File: config.mk
export PLATFORM = sky130hd
export DESIGN_NAME = opb_status_bank_flat
export DESIGN_NICKNAME = d
export VERILOG_FILES = /design/src/rtl/opb_status_bank_if.sv /design/src/rtl/opb_status_bank.sv /design/src/flat_wrapper.sv
export SDC_FILE = /design/constraint.sdc
export NUM_CORES = 1
export LEC_CHECK = 0
export ABC_AREA = 1
export CORE_MARGIN = 10
export CORE_UTILIZATION = 41
export DETAILED_ROUTE_END_ITERATION = 12
export PLACE_DENSITY = 0.71
export SLEW_MARGIN = 20
export SYNTH_ARGS = -nofsm -noshare
export SYNTH_HDL_FRONTEND = slang
export SYNTH_SLANG_ARGS = --single-unit
File: constraint.sdc
create_clock -name OPB_Clk -period 1.8 [get_ports OPB_Clk]
set_input_delay 0.36 -clock OPB_Clk [delete_from_list [all_inputs] [get_ports OPB_Clk]]
set_output_delay 0.36 -clock OPB_Clk [all_outputs]
set_load 0.01 [all_outputs]
File: src/rtl/opb_status_bank_if.sv
// OPB slave-side bus bundle for opb_status_bank; bit 0 of every bus is the MSB.
interface opb_status_bank_if;
  logic [0:31] OPB_ABus;
  logic [0:3]  OPB_BE;
  logic [0:31] OPB_DBus;
  logic        OPB_RNW;
  logic        OPB_select;
  logic        OPB_seqAddr;
  logic [0:31] Sl_DBus;
  logic        Sl_xferAck;
  logic        Sl_errAck;
  logic        Sl_retry;
  logic        Sl_toutSup;

  modport master (
    output OPB_ABus, OPB_BE, OPB_DBus, OPB_RNW, OPB_select, OPB_seqAddr,
    input  Sl_DBus, Sl_xferAck, Sl_errAck, Sl_retry, Sl_toutSup
  );

  modport slave (
    input  OPB_ABus, OPB_BE, OPB_DBus, OPB_RNW, OPB_select, OPB_seqAddr,
    output Sl_DBus, Sl_xferAck, Sl_errAck, Sl_retry, Sl_toutSup
  );
endinterface

File: src/rtl/opb_status_bank.sv
// OPB status bank: C_N_CH shadowed channels with freeze/snapshot, one-cycle ack after select.
// Define STATUS_BANK_STICKY_EN to add per-channel sticky change flags at offset 0x04.
module opb_status_bank #(
  parameter logic [31:0] C_BASEADDR   = 32'h01085100,
  parameter logic [31:0] C_HIGHADDR   = 32'h010851FF,
  parameter int          C_OPB_AWIDTH = 32,
  parameter int          C_OPB_DWIDTH = 32,
  parameter int          C_N_CH       = 4,
  parameter int          C_DATA_W     = 32
) (
  input  logic                       OPB_Clk,
  input  logic                       OPB_Rst_n,
  opb_status_bank_if.slave           opb,
  input  logic [C_N_CH*C_DATA_W-1:0] user_data_in
);

  typedef enum logic [1:0] {ST_IDLE, ST_ACK, ST_WAIT} state_e;

  state_e                  state_q, state_d;
  logic                    ack_q, ack_d;
  logic [C_OPB_DWIDTH-1:0] dbus_q, dbus_d;
  logic                    freeze_q, freeze_d;
  logic [C_DATA_W-1:0]     shadow_q [C_N_CH];
  logic [C_DATA_W-1:0]     shadow_d [C_N_CH];
  logic [C_DATA_W-1:0]     live [C_N_CH];

  logic [C_OPB_AWIDTH-1:0] addr;
  logic [C_OPB_DWIDTH-1:0] wdat;
  logic [3:0]              be;
  logic [31:0]             off;
  logic [29:0]             word_idx;
  logic                    in_win;
  logic                    wr_en;
  logic                    ctrl_wr;
  logic                    snap;
  logic [C_OPB_DWIDTH-1:0] rd_word;
  logic                    unused_ok;

  // Packed assignment maps bus bit 0 onto word bit 31; be[0] is the lane of word[7:0].
  assign addr     = opb.OPB_ABus;
  assign wdat     = opb.OPB_DBus;
  assign be       = opb.OPB_BE;
  assign in_win   = (32'(addr) >= C_BASEADDR) && (32'(addr) <= C_HIGHADDR);
  assign off      = 32'(addr) - C_BASEADDR;
  assign word_idx = off[31:2];

  assign wr_en   = (state_q == ST_ACK) && !opb.OPB_RNW;
  assign ctrl_wr = wr_en && (word_idx == 30'd0) && be[0];
  assign snap    = ctrl_wr && wdat[0];

  always_comb begin
    for (int i = 0; i < C_N_CH; i++) begin
      live[i] = user_data_in[i*C_DATA_W +: C_DATA_W];
    end
  end

`ifdef STATUS_BANK_STICKY_EN
  logic [C_DATA_W-1:0] prev_q [C_N_CH];
  logic [C_DATA_W-1:0] prev_d [C_N_CH];
  logic [C_N_CH-1:0]   sticky_q, sticky_d;
  logic [C_N_CH-1:0]   chg;
  logic [C_N_CH-1:0]   clr;
  logic                sticky_wr;

  assign sticky_wr = wr_en && (word_idx == 30'd1);

  // A change seen in the same cycle as a clear re-sets the flag.
  always_comb begin
    chg = '0;
    clr = '0;
    for (int i = 0; i < C_N_CH; i++) begin
      prev_d[i] = live[i];
      chg[i]    = (live[i] != prev_q[i]);
      clr[i]    = sticky_wr && be[i/8] && wdat[i];
    end
    sticky_d = (sticky_q & ~clr) | chg;
  end

  always_ff @(posedge OPB_Clk or negedge OPB_Rst_n) begin
    if (!OPB_Rst_n) begin
      sticky_q <= '0;
      for (int i = 0; i < C_N_CH; i++) begin
        prev_q[i] <= '0;
      end
    end else begin
      sticky_q <= sticky_d;
      for (int i = 0; i < C_N_CH; i++) begin
        prev_q[i] <= prev_d[i];
      end
    end
  end
`endif

  always_comb begin
    rd_word = '0;
    if (word_idx == 30'd0) begin
      rd_word[1] = freeze_q;
    end
`ifdef STATUS_BANK_STICKY_EN
    if (word_idx == 30'd1) begin
      rd_word[C_N_CH-1:0] = sticky_q;
    end
`endif
    for (int i = 0; i < C_N_CH; i++) begin
      if (word_idx == 30'(i + 2)) begin
        rd_word[C_DATA_W-1:0] = shadow_q[i];
      end
    end
  end

  // Shadows track live data until frozen; a snap reloads them regardless of freeze.
  always_comb begin
    freeze_d = freeze_q;
    if (ctrl_wr) begin
      freeze_d = wdat[1];
    end
    for (int i = 0; i < C_N_CH; i++) begin
      shadow_d[i] = shadow_q[i];
      if (!freeze_q || snap) begin
        shadow_d[i] = live[i];
      end
    end
  end

  always_ff @(posedge OPB_Clk or negedge OPB_Rst_n) begin
    if (!OPB_Rst_n) begin
      freeze_q <= 1'b0;
      for (int i = 0; i < C_N_CH; i++) begin
        shadow_q[i] <= '0;
      end
    end else begin
      freeze_q <= freeze_d;
      for (int i = 0; i < C_N_CH; i++) begin
        shadow_q[i] <= shadow_d[i];
      end
    end
  end

  // Read data is latched on the IDLE->ACK transition so it reflects pre-snap shadows.
  always_comb begin
    state_d = state_q;
    ack_d   = 1'b0;
    dbus_d  = '0;
    case (state_q)
      ST_IDLE: begin
        if (opb.OPB_select && in_win) begin
          state_d = ST_ACK;
          ack_d   = 1'b1;
          if (opb.OPB_RNW) begin
            dbus_d = rd_word;
          end
        end
      end
      ST_ACK: begin
        state_d = ST_WAIT;
      end
      ST_WAIT: begin
        if (!opb.OPB_select) begin
          state_d = ST_IDLE;
        end
      end
      default: begin
        state_d = ST_IDLE;
      end
    endcase
  end

  always_ff @(posedge OPB_Clk or negedge OPB_Rst_n) begin
    if (!OPB_Rst_n) begin
      state_q <= ST_IDLE;
      ack_q   <= 1'b0;
      dbus_q  <= '0;
    end else begin
      state_q <= state_d;
      ack_q   <= ack_d;
      dbus_q  <= dbus_d;
    end
  end

  assign opb.Sl_DBus    = dbus_q;
  assign opb.Sl_xferAck = ack_q;
  assign opb.Sl_errAck  = 1'b0;
  assign opb.Sl_retry   = 1'b0;
  assign opb.Sl_toutSup = 1'b0;

  assign unused_ok = ^{opb.OPB_seqAddr, off[1:0], wdat, be};

endmodule
File: src/flat_wrapper.sv
// flat-port wrapper written by rule: the top's interface ports become plain ports
module opb_status_bank_flat 
#(
  parameter logic [31:0] C_BASEADDR   = 32'h01085100,
  parameter logic [31:0] C_HIGHADDR   = 32'h010851FF,
  parameter int          C_OPB_AWIDTH = 32,
  parameter int          C_OPB_DWIDTH = 32,
  parameter int          C_N_CH       = 4,
  parameter int          C_DATA_W     = 32
)
  (OPB_Clk, OPB_Rst_n, user_data_in, opb_OPB_ABus, opb_OPB_BE, opb_OPB_DBus, opb_OPB_RNW, opb_OPB_select, opb_OPB_seqAddr, opb_Sl_DBus, opb_Sl_xferAck, opb_Sl_errAck, opb_Sl_retry, opb_Sl_toutSup);
  opb_status_bank_if opb_i ();
  input  logic OPB_Clk;
  input  logic OPB_Rst_n;
  input  logic [C_N_CH*C_DATA_W-1:0] user_data_in;
  input wire logic [$bits(opb_i.OPB_ABus)-1:0] opb_OPB_ABus;
  input wire logic [$bits(opb_i.OPB_BE)-1:0] opb_OPB_BE;
  input wire logic [$bits(opb_i.OPB_DBus)-1:0] opb_OPB_DBus;
  input wire logic [$bits(opb_i.OPB_RNW)-1:0] opb_OPB_RNW;
  input wire logic [$bits(opb_i.OPB_select)-1:0] opb_OPB_select;
  input wire logic [$bits(opb_i.OPB_seqAddr)-1:0] opb_OPB_seqAddr;
  output wire logic [$bits(opb_i.Sl_DBus)-1:0] opb_Sl_DBus;
  output wire logic [$bits(opb_i.Sl_xferAck)-1:0] opb_Sl_xferAck;
  output wire logic [$bits(opb_i.Sl_errAck)-1:0] opb_Sl_errAck;
  output wire logic [$bits(opb_i.Sl_retry)-1:0] opb_Sl_retry;
  output wire logic [$bits(opb_i.Sl_toutSup)-1:0] opb_Sl_toutSup;
  assign opb_i.OPB_ABus = opb_OPB_ABus;
  assign opb_i.OPB_BE = opb_OPB_BE;
  assign opb_i.OPB_DBus = opb_OPB_DBus;
  assign opb_i.OPB_RNW = opb_OPB_RNW;
  assign opb_i.OPB_select = opb_OPB_select;
  assign opb_i.OPB_seqAddr = opb_OPB_seqAddr;
  assign opb_Sl_DBus = opb_i.Sl_DBus;
  assign opb_Sl_xferAck = opb_i.Sl_xferAck;
  assign opb_Sl_errAck = opb_i.Sl_errAck;
  assign opb_Sl_retry = opb_i.Sl_retry;
  assign opb_Sl_toutSup = opb_i.Sl_toutSup;
  opb_status_bank #(.C_BASEADDR(C_BASEADDR), .C_HIGHADDR(C_HIGHADDR), .C_OPB_AWIDTH(C_OPB_AWIDTH), .C_OPB_DWIDTH(C_OPB_DWIDTH), .C_N_CH(C_N_CH), .C_DATA_W(C_DATA_W)) u_core (.OPB_Clk(OPB_Clk), .OPB_Rst_n(OPB_Rst_n), .opb(opb_i), .user_data_in(user_data_in));
endmodule
==> qor.yml <==
detailed_routing:
  vias_per_cell: 5.369
  wl_per_cell_microns: 19.86
  drt-initial-drc-count: 743
  dr.pass1.iters: 5
  drcViolationCount: 0
  drt-total-wl_microns: 32330
  vias: 8740
  ant_nets: 0
yosys:
  synth_seq_cells: 164
  seq_area_frac_synth: 0.4980
  syn_area_per_cell_sq_um: 7.752
  synth_area_sq_um: 8240
  syn_inst: 1063
  synth.distinct_cells: 30
  synth_ff_type: "dfrtp_1"
  synth_compound_area_frac: 0.1272
  synthMuxAreaShare: 0
  synth_warnings: 0
  yosys.area_share.xor_xnor: 0
  synth_edf_count: 0
  synthAdderAreaFrac: 0
  async_flop_share: 1.000
  synth-simple-area-share: 0.2394
  synth_top_family_by_area: "simple AND/OR/NAND/NOR gates"
sta:
  layout_min_cycle_time_ns: 2.210
  rsz0062_at_grt: "true"
  setup_ws_ns: -0.4101
  hold_viol_final: 0
  min_period_over_period: 1.228
  slew_violations: 0
  finalSetupViolations: 160
  skew_ns: 0.01140
  hold_slack_ns: 0.3974
  fmax_ghz: 0.4525
worst_setup_path:
  required_ns: 2.11
  critPathArrivalTime_ns: 2.52
  end_kind: "flip-flop"
  crit_fanout: 8
  crit_type: "input pin to flip-flop"
  startpoint_type: "input pin"
placement:
  numPlacedInstances: 1541
  hpwl_microns: 18620
  place_ws_ns: -1.245
  place_congestion: 0.8493
  numPortBuffers: 199
power_and_ir_drop:
  pwr-share-clk: 0.445
  leakage_nw: 6.149
  fin_total_pwr_w: 0.008907
  power_frac_comb: 0.110
  p_per_area_nw_per_um2: 659.8
  ir_worst_vdd_v: 0.0005454
  p_int_w: 0.006813
  p_sw_frac: 0.2351
  power_switching_w: 0.002094
  p_seq_frac: 0.445
clocking:
  clock_path_buffers: 2
  clock-sinks: 164
  clk_pin_slew_ns: 0.07
  cts-root-buf: "clkbuf_16"
  cts_buffers: 17
  clk_latency_ns: 0.44
  cts_tree: "yes"
  htreeDepth: 4
grt:
  antenna_found_initial: 1
  grt_pass1_vias: 8752
  grt_pass1_wl_microns: 47530
  overflow: 0
  grt_max_degree: 52
  grt.total_usage: 0.2264
floorplan:
  floorplan.initialDensity: 0.4206
  core_sq_um: 19590
  ios: 237
  fp.dieH_microns: 161.8
  num_rows: 51
  fp.dieW_microns: 161.8
  dieArea_sq_um: 26170
final_layout:
  layout-drive-gt1-share: 0.2966
  fin_util: 0.6891
  syn_to_final_growth_pct: 63.83
  fin_cells: 1628
  final_common_cell: "inv_1"
  nets: 1551
  final_cell_mix: "inv_1 (175), clkdlybuf4s50_1 (173), dfrtp_1 (164), nand2_1 (147), o21ai_1 (99)"
hold_path:
  hp-class: "input pin to async pin"
run:
  maxCapViolCount: 0
outcome:
  status: "finished, violations left"
  failed_checks: "setup timing"
logic make-up after synthesis:
logic type	Yosys count
AOI/OAI and AO/OA	206
buffers and inverters	254
DFF	164
other	1
and+or+nand+nor	438
synth_stat cells (7+ instances only):
| cell | n | share of area |
|---|---|---|
| buf_2 | 15 | 0.0091 |
| nand4_1 | 69 | 0.052 |
| a21oi_1 | 39 | 0.024 |
| dfrtp_1 | 164 | 0.50 |
| o21ai_0 | 43 | 0.026 |
| nand3_1 | 65 | 0.039 |
| clkbuf_1 | 28 | 0.013 |
| nor2_1 | 32 | 0.015 |
| inv_1 | 183 | 0.083 |
| buf_4 | 7 | 0.0064 |
| nand2_1 | 245 | 0.11 |
| o21ai_1 | 119 | 0.072 |
| buf_6 | 15 | 0.020 |
stage by stage:
step | TNS (ns) | area, sq um
2_1_floorplan | -51.86 | 8313
3_5_place_dp | -183.38 | 10970
5_1_grt | -67.58 | 13500
6_report | -44.15 | 13500
4_1_cts | -31.17 | 12830
3_3_place_gp | -181.97 | 10970
critical path: stages:
cell and delay (ns):
buf_8 0.10, nor2_4 0.15, buf_4 0.14, nand3_2 0.06, nor3_2 0.18, nand3_1 0.13
or3b_4 0.44, nor2_4 0.20, nand2_8 0.12, buf_6 0.15, buf_16 0.14, o21ai_2 0.14
inv_1 0.07, nand2_1 0.09, a21oi_2 0.06
state kept, by name (all words and copies together), names as in the netlist:
name,cells
u_core.shadow_q,128
u_core.state_q,2
u_core.opb.Sl_xferAck,1
u_core.freeze_q,1
u_core.opb.Sl_DBus,32
what timing repair did:
item / CTS / global route
setup endpoints to repair: 161 / 161
buffers inserted: 23 / 5
hold buffers: 1 / 0
hold endpoints to repair: 37 / 0
cloned: 19 / 9
pin swaps: 58 / 33
gates resized for setup: 279 / 138
final cells by class:
cell class,instances,area (sq um)
clock inverters,7,146.4
repair buffers,332,3774
well taps,265,331.6
fillers,1458,6090
multi-input cells,647,3950
flip-flops and latches,164,4104
inverters,188,710.7
clock buffers,24,481.7
diodes,1,2.502
power by group through the flow:
stage	sequential, W	clock (W)	combinational, W
after floorplan	0.00396	0	0.000254
after global placement	0.00398	0	0.000864
after detailed placement	0.00398	0	0.000873
after CTS	0.00393	0.00395	0.000940
after global routing	0.00397	0.00412	0.00107
final	0.00396	0.00397	0.000980
metal layers:
layer  part of all wire  wire, microns  track usage  up-vias
met4              0.038           1217      0.07651        0
met3              0.085           2745      0.06522       89
met5                  0              0            0        -
met2               0.49          15690       0.3718      460
li1                   -              -            -     4010
met1               0.39          12670       0.2794     4181
path summary, 6_finish.rpt:
path | startpoint | endpoint | slack, ns | cells after the start
min in group OPB_Clk | opb_OPB_ABus[12] | u_core.state_q[0] | 0.46 | 6
hold reg to reg | u_core.shadow_q[21] | u_core.shadow_q[21] | 0.49 | 2
setup reg to reg | u_core.state_q[1] | u_core.opb.Sl_DBus[0] | -0.17 | 8
max in group asynchronous | OPB_Rst_n | u_core.shadow_q[0] | 0.76 | 3
hold / removal | OPB_Rst_n | u_core.shadow_q[19] | 0.40 | 2
setup / recovery | opb_OPB_ABus[17] | u_core.opb.Sl_DBus[25] | -0.41 | 15
Power figures use the tool's default switching activity.
==> RTL edit (same flow settings) <==
Re-encode `state_e` (3 states) as one-hot, 3 bits wide.
--- a/src/rtl/opb_status_bank.sv
+++ b/src/rtl/opb_status_bank.sv
@@ -14,7 +14,7 @@
   input  logic [C_N_CH*C_DATA_W-1:0] user_data_in
 );
 
-  typedef enum logic [1:0] {ST_IDLE, ST_ACK, ST_WAIT} state_e;
+  typedef enum logic [2:0] {ST_IDLE = 3'b001, ST_ACK = 3'b010, ST_WAIT = 3'b100} state_e;
 
   state_e                  state_q, state_d;
   logic                    ack_q, ack_d;
Behaviour: same outputs for any inputs over 4 cycles, from zero or initial values and one cycle with OPB_Rst_n low; so few cycles prove little.
==> RTL edit against the unedited design <==
  * The run still ends with setup timing left
  * Combinational power rose by 7%
  * Final area is 10% higher
  * Area after synthesis grew 1.3%
  * Non-clock buffer count up 43
  * Power increased by 0.88%
  * Die area increased by 1.1%
  * Clock skew decreased by 0.0026 ns
  * First-iteration DRC count grew 39%
  * Routed wire length is 15% higher
  * Worst hold slack gained 0.054 ns
  * Cell count rose by 4.6%
  * Sequential cell count rose by 1
  * Worst setup slack got worse by 0.18 ns
  * Critical endpoint is now u_core.opb.Sl_DBus[12]
==> RTL edit: results (changes against the unedited design) <==
stage	metric	value	unit	change
run_status	run status	complete, but fails checks		
run_status	failing checks	setup timing		
clocking	clock latency reported for the late side of the worst-skew pair	0.44	ns	about the same
clocking	Clk Tree Root Cell	clkbuf_16		
layout	max FFs per register	128		unchanged
sta	Setup violations, final	163		+1.9%
place	Area after DPL	0.0112	mm^2	+1.9%
routing	routed length per placed instance	21.8	um	+9.6%
global_route	number of global-route vias before repair	9202		+5.1%
synth	Most used DFF post-synth	dfrtp_1		
worst_setup_path	r2r worst-path depth	9		+1
synth	biggest area contributors in the synthesized netlist	dfrtp_1 49%, nand2_1 17%, nand3_1 15%		
clocking	clock-pin slew of the registers on the worst-case setup and hold paths	0.07	ns	about the same
synth	YS warnings	0		unchanged
global_route	initial antenna violation count	3		+2
clocking	H-tree depth	4		unchanged
worst_setup_path	biggest fanout along the worst timing path	6		-2
sta	count of final max-slew check failures	0		unchanged
place	Routability Congestion	0.891		+4.9%
layout	register with the highest flop count	u_core.shadow_q		
synth	async set-reset flop share out of synthesis	1.00		unchanged
global_route	global route overflow	0		unchanged
worst_setup_path	CP Data Arrival Time	2.76	ns	+0.24 ns
clocking	Clock Path Buffers	2		unchanged
synth	sequential share of the synthesized area	0.495		-0.00312
place	post-detailed-placement half-perimeter wirelength	20.3	mm	+8.9%
clocking	number of buffers created by CTS	17		unchanged
global_route	wire length of the first global-routing pass	49.7	mm	+4.5%
global_route	global routing usage summed across all routing layers	0.240		+0.0131
synth	most frequent cells after synthesis	386 x nand2_1, 254 x nand3_1, 164 x dfrtp_1		
layout	fraction of final layout cells with drive strength greater than 1	0.387		+0.0901
synth	count of cell types in the netlist	28		-6.7%
sta	setup clock skew after layout	0.00879	ns	-0.00260 ns
routing	WL met1	13.3	mm	+5.3%
routing	total number of vias	9607		+9.9%
routing	detailed-routed wire length on met3	2.94	mm	+7.2%
layout	total number of nets in the final design	1619		+4.4%
power	Worst VDD drop	0.603	mV	+10%
power	LEAKAGE	7.00	nW	+14%
sta	Worst Slack Setup Final	-0.594	ns	-0.184 ns
hold_path	path type of the worst min-delay path	input pin to asynchronous set/reset pin		
global_route	maximum number of pins on one net before global-route repair	51		-1.9%
routing	DR iter-0 viols	1035		+39%
routing	router iterations before antenna repair	6		+1
place	worst slack at placement	-1.49	ns	-0.249 ns
sta	transition time at the pin with the least slew margin	0.522	ns	
routing	routed wl met2	19.0	mm	+21%
layout	fillers	1321		-9.4%
place	number of buffers inserted by port buffering	199		unchanged
routing	uppermost metal layer occupied by signal nets	met4		
RTL edit: cell types whose count changed after synthesis, moves of 6 or more:
cell     change
inv_1      -129
nand3_1    +189
buf_6        +9
nor2_1      +10
o21ai_1    -119
nand2_1    +141
o21ai_0      -6
nand4_1     -63
a21oi_1      -7
RTL edit: routing by layer:
layer,vias to the layer above,global-route usage
met5,-,0
met4,0,0.112
met3,136,0.0518
met2,583,0.418
met1,4655,0.274
li1,4233,-
RTL edit: metrics by stage:
step / TNS (ns) / std cells
2_1_floorplan: -62.04 / 1093
3_3_place_gp: -227.28 / 1580
3_5_place_dp: -232.21 / 1580
4_1_cts: -59.18 / 1665
5_1_grt: -102.27 / 1702
6_report: -83.35 / 1703
RTL edit: critical path: stages:
cell and delay, ns:
buf_12 0.11, nor2_4 0.12, nand2_1 0.07, inv_2 0.08, buf_4 0.12, nand2_4 0.05, buf_4 0.13, buf_4 0.14
xor2_2 0.16, buf_4 0.14, nand4_1 0.18, nor2_4 0.27, buf_12 0.15, nand2_8 0.08, buf_6 0.13, buf_6 0.13
nand3_2 0.14, nand2_2 0.07, a21oi_2 0.13
RTL edit: final cells by class:
class                   count  area [um^2]  area share
clock inverters            12          179      0.0120
diodes                      3         7.51    0.000505
clock buffers              19          443      0.0298
repair buffers            375         4410       0.297
well taps                 270          338      0.0227
inverters                  62          243      0.0163
multi-input cells         797         5110       0.344
flip-flops and latches    165         4130       0.278
RTL edit: cell families after synthesis:
group,share of synthesized area
AND/OR/NAND/NOR,0.371
other,0.000449
buffers and inverters,0.0858
XOR/XNOR,0.00105
AO/OA/AOI/OAI,0.0471
flip-flops,0.495
RTL edit: repair_timing:
| action | CTS | global route |
|---|---|---|
| pin swaps | 93 | 74 |
| hold buffers | 1 | 0 |
| cloned | 21 | 18 |
| endpoints found under the setup margin | 163 | 162 |
| setup buffers | 33 | 19 |
| gates resized for setup | 289 | 272 |
| endpoints found under the hold margin | 43 | 0 |
RTL edit: worst paths after layout:
path / startpoint / endpoint / slack, ns
hold reg to reg: u_core.shadow_q[54] / u_core.shadow_q[54] / 0.47
setup / recovery: opb_OPB_ABus[15] / u_core.opb.Sl_DBus[12] / -0.59
max in group asynchronous: OPB_Rst_n / u_core.shadow_q[2] / 0.70
min in group OPB_Clk: u_core.shadow_q[54] / u_core.shadow_q[54] / 0.47
setup reg to reg: u_core.state_q[2] / u_core.shadow_q[115] / -0.15
hold / removal: OPB_Rst_n / u_core.opb.Sl_DBus[19] / 0.45
RTL edit: power by group:
part	internal, mW	switching, mW
Combinational	0.570	0.483
Sequential	3.86	0.143
Clock	2.36	1.58
Total	6.78	2.20
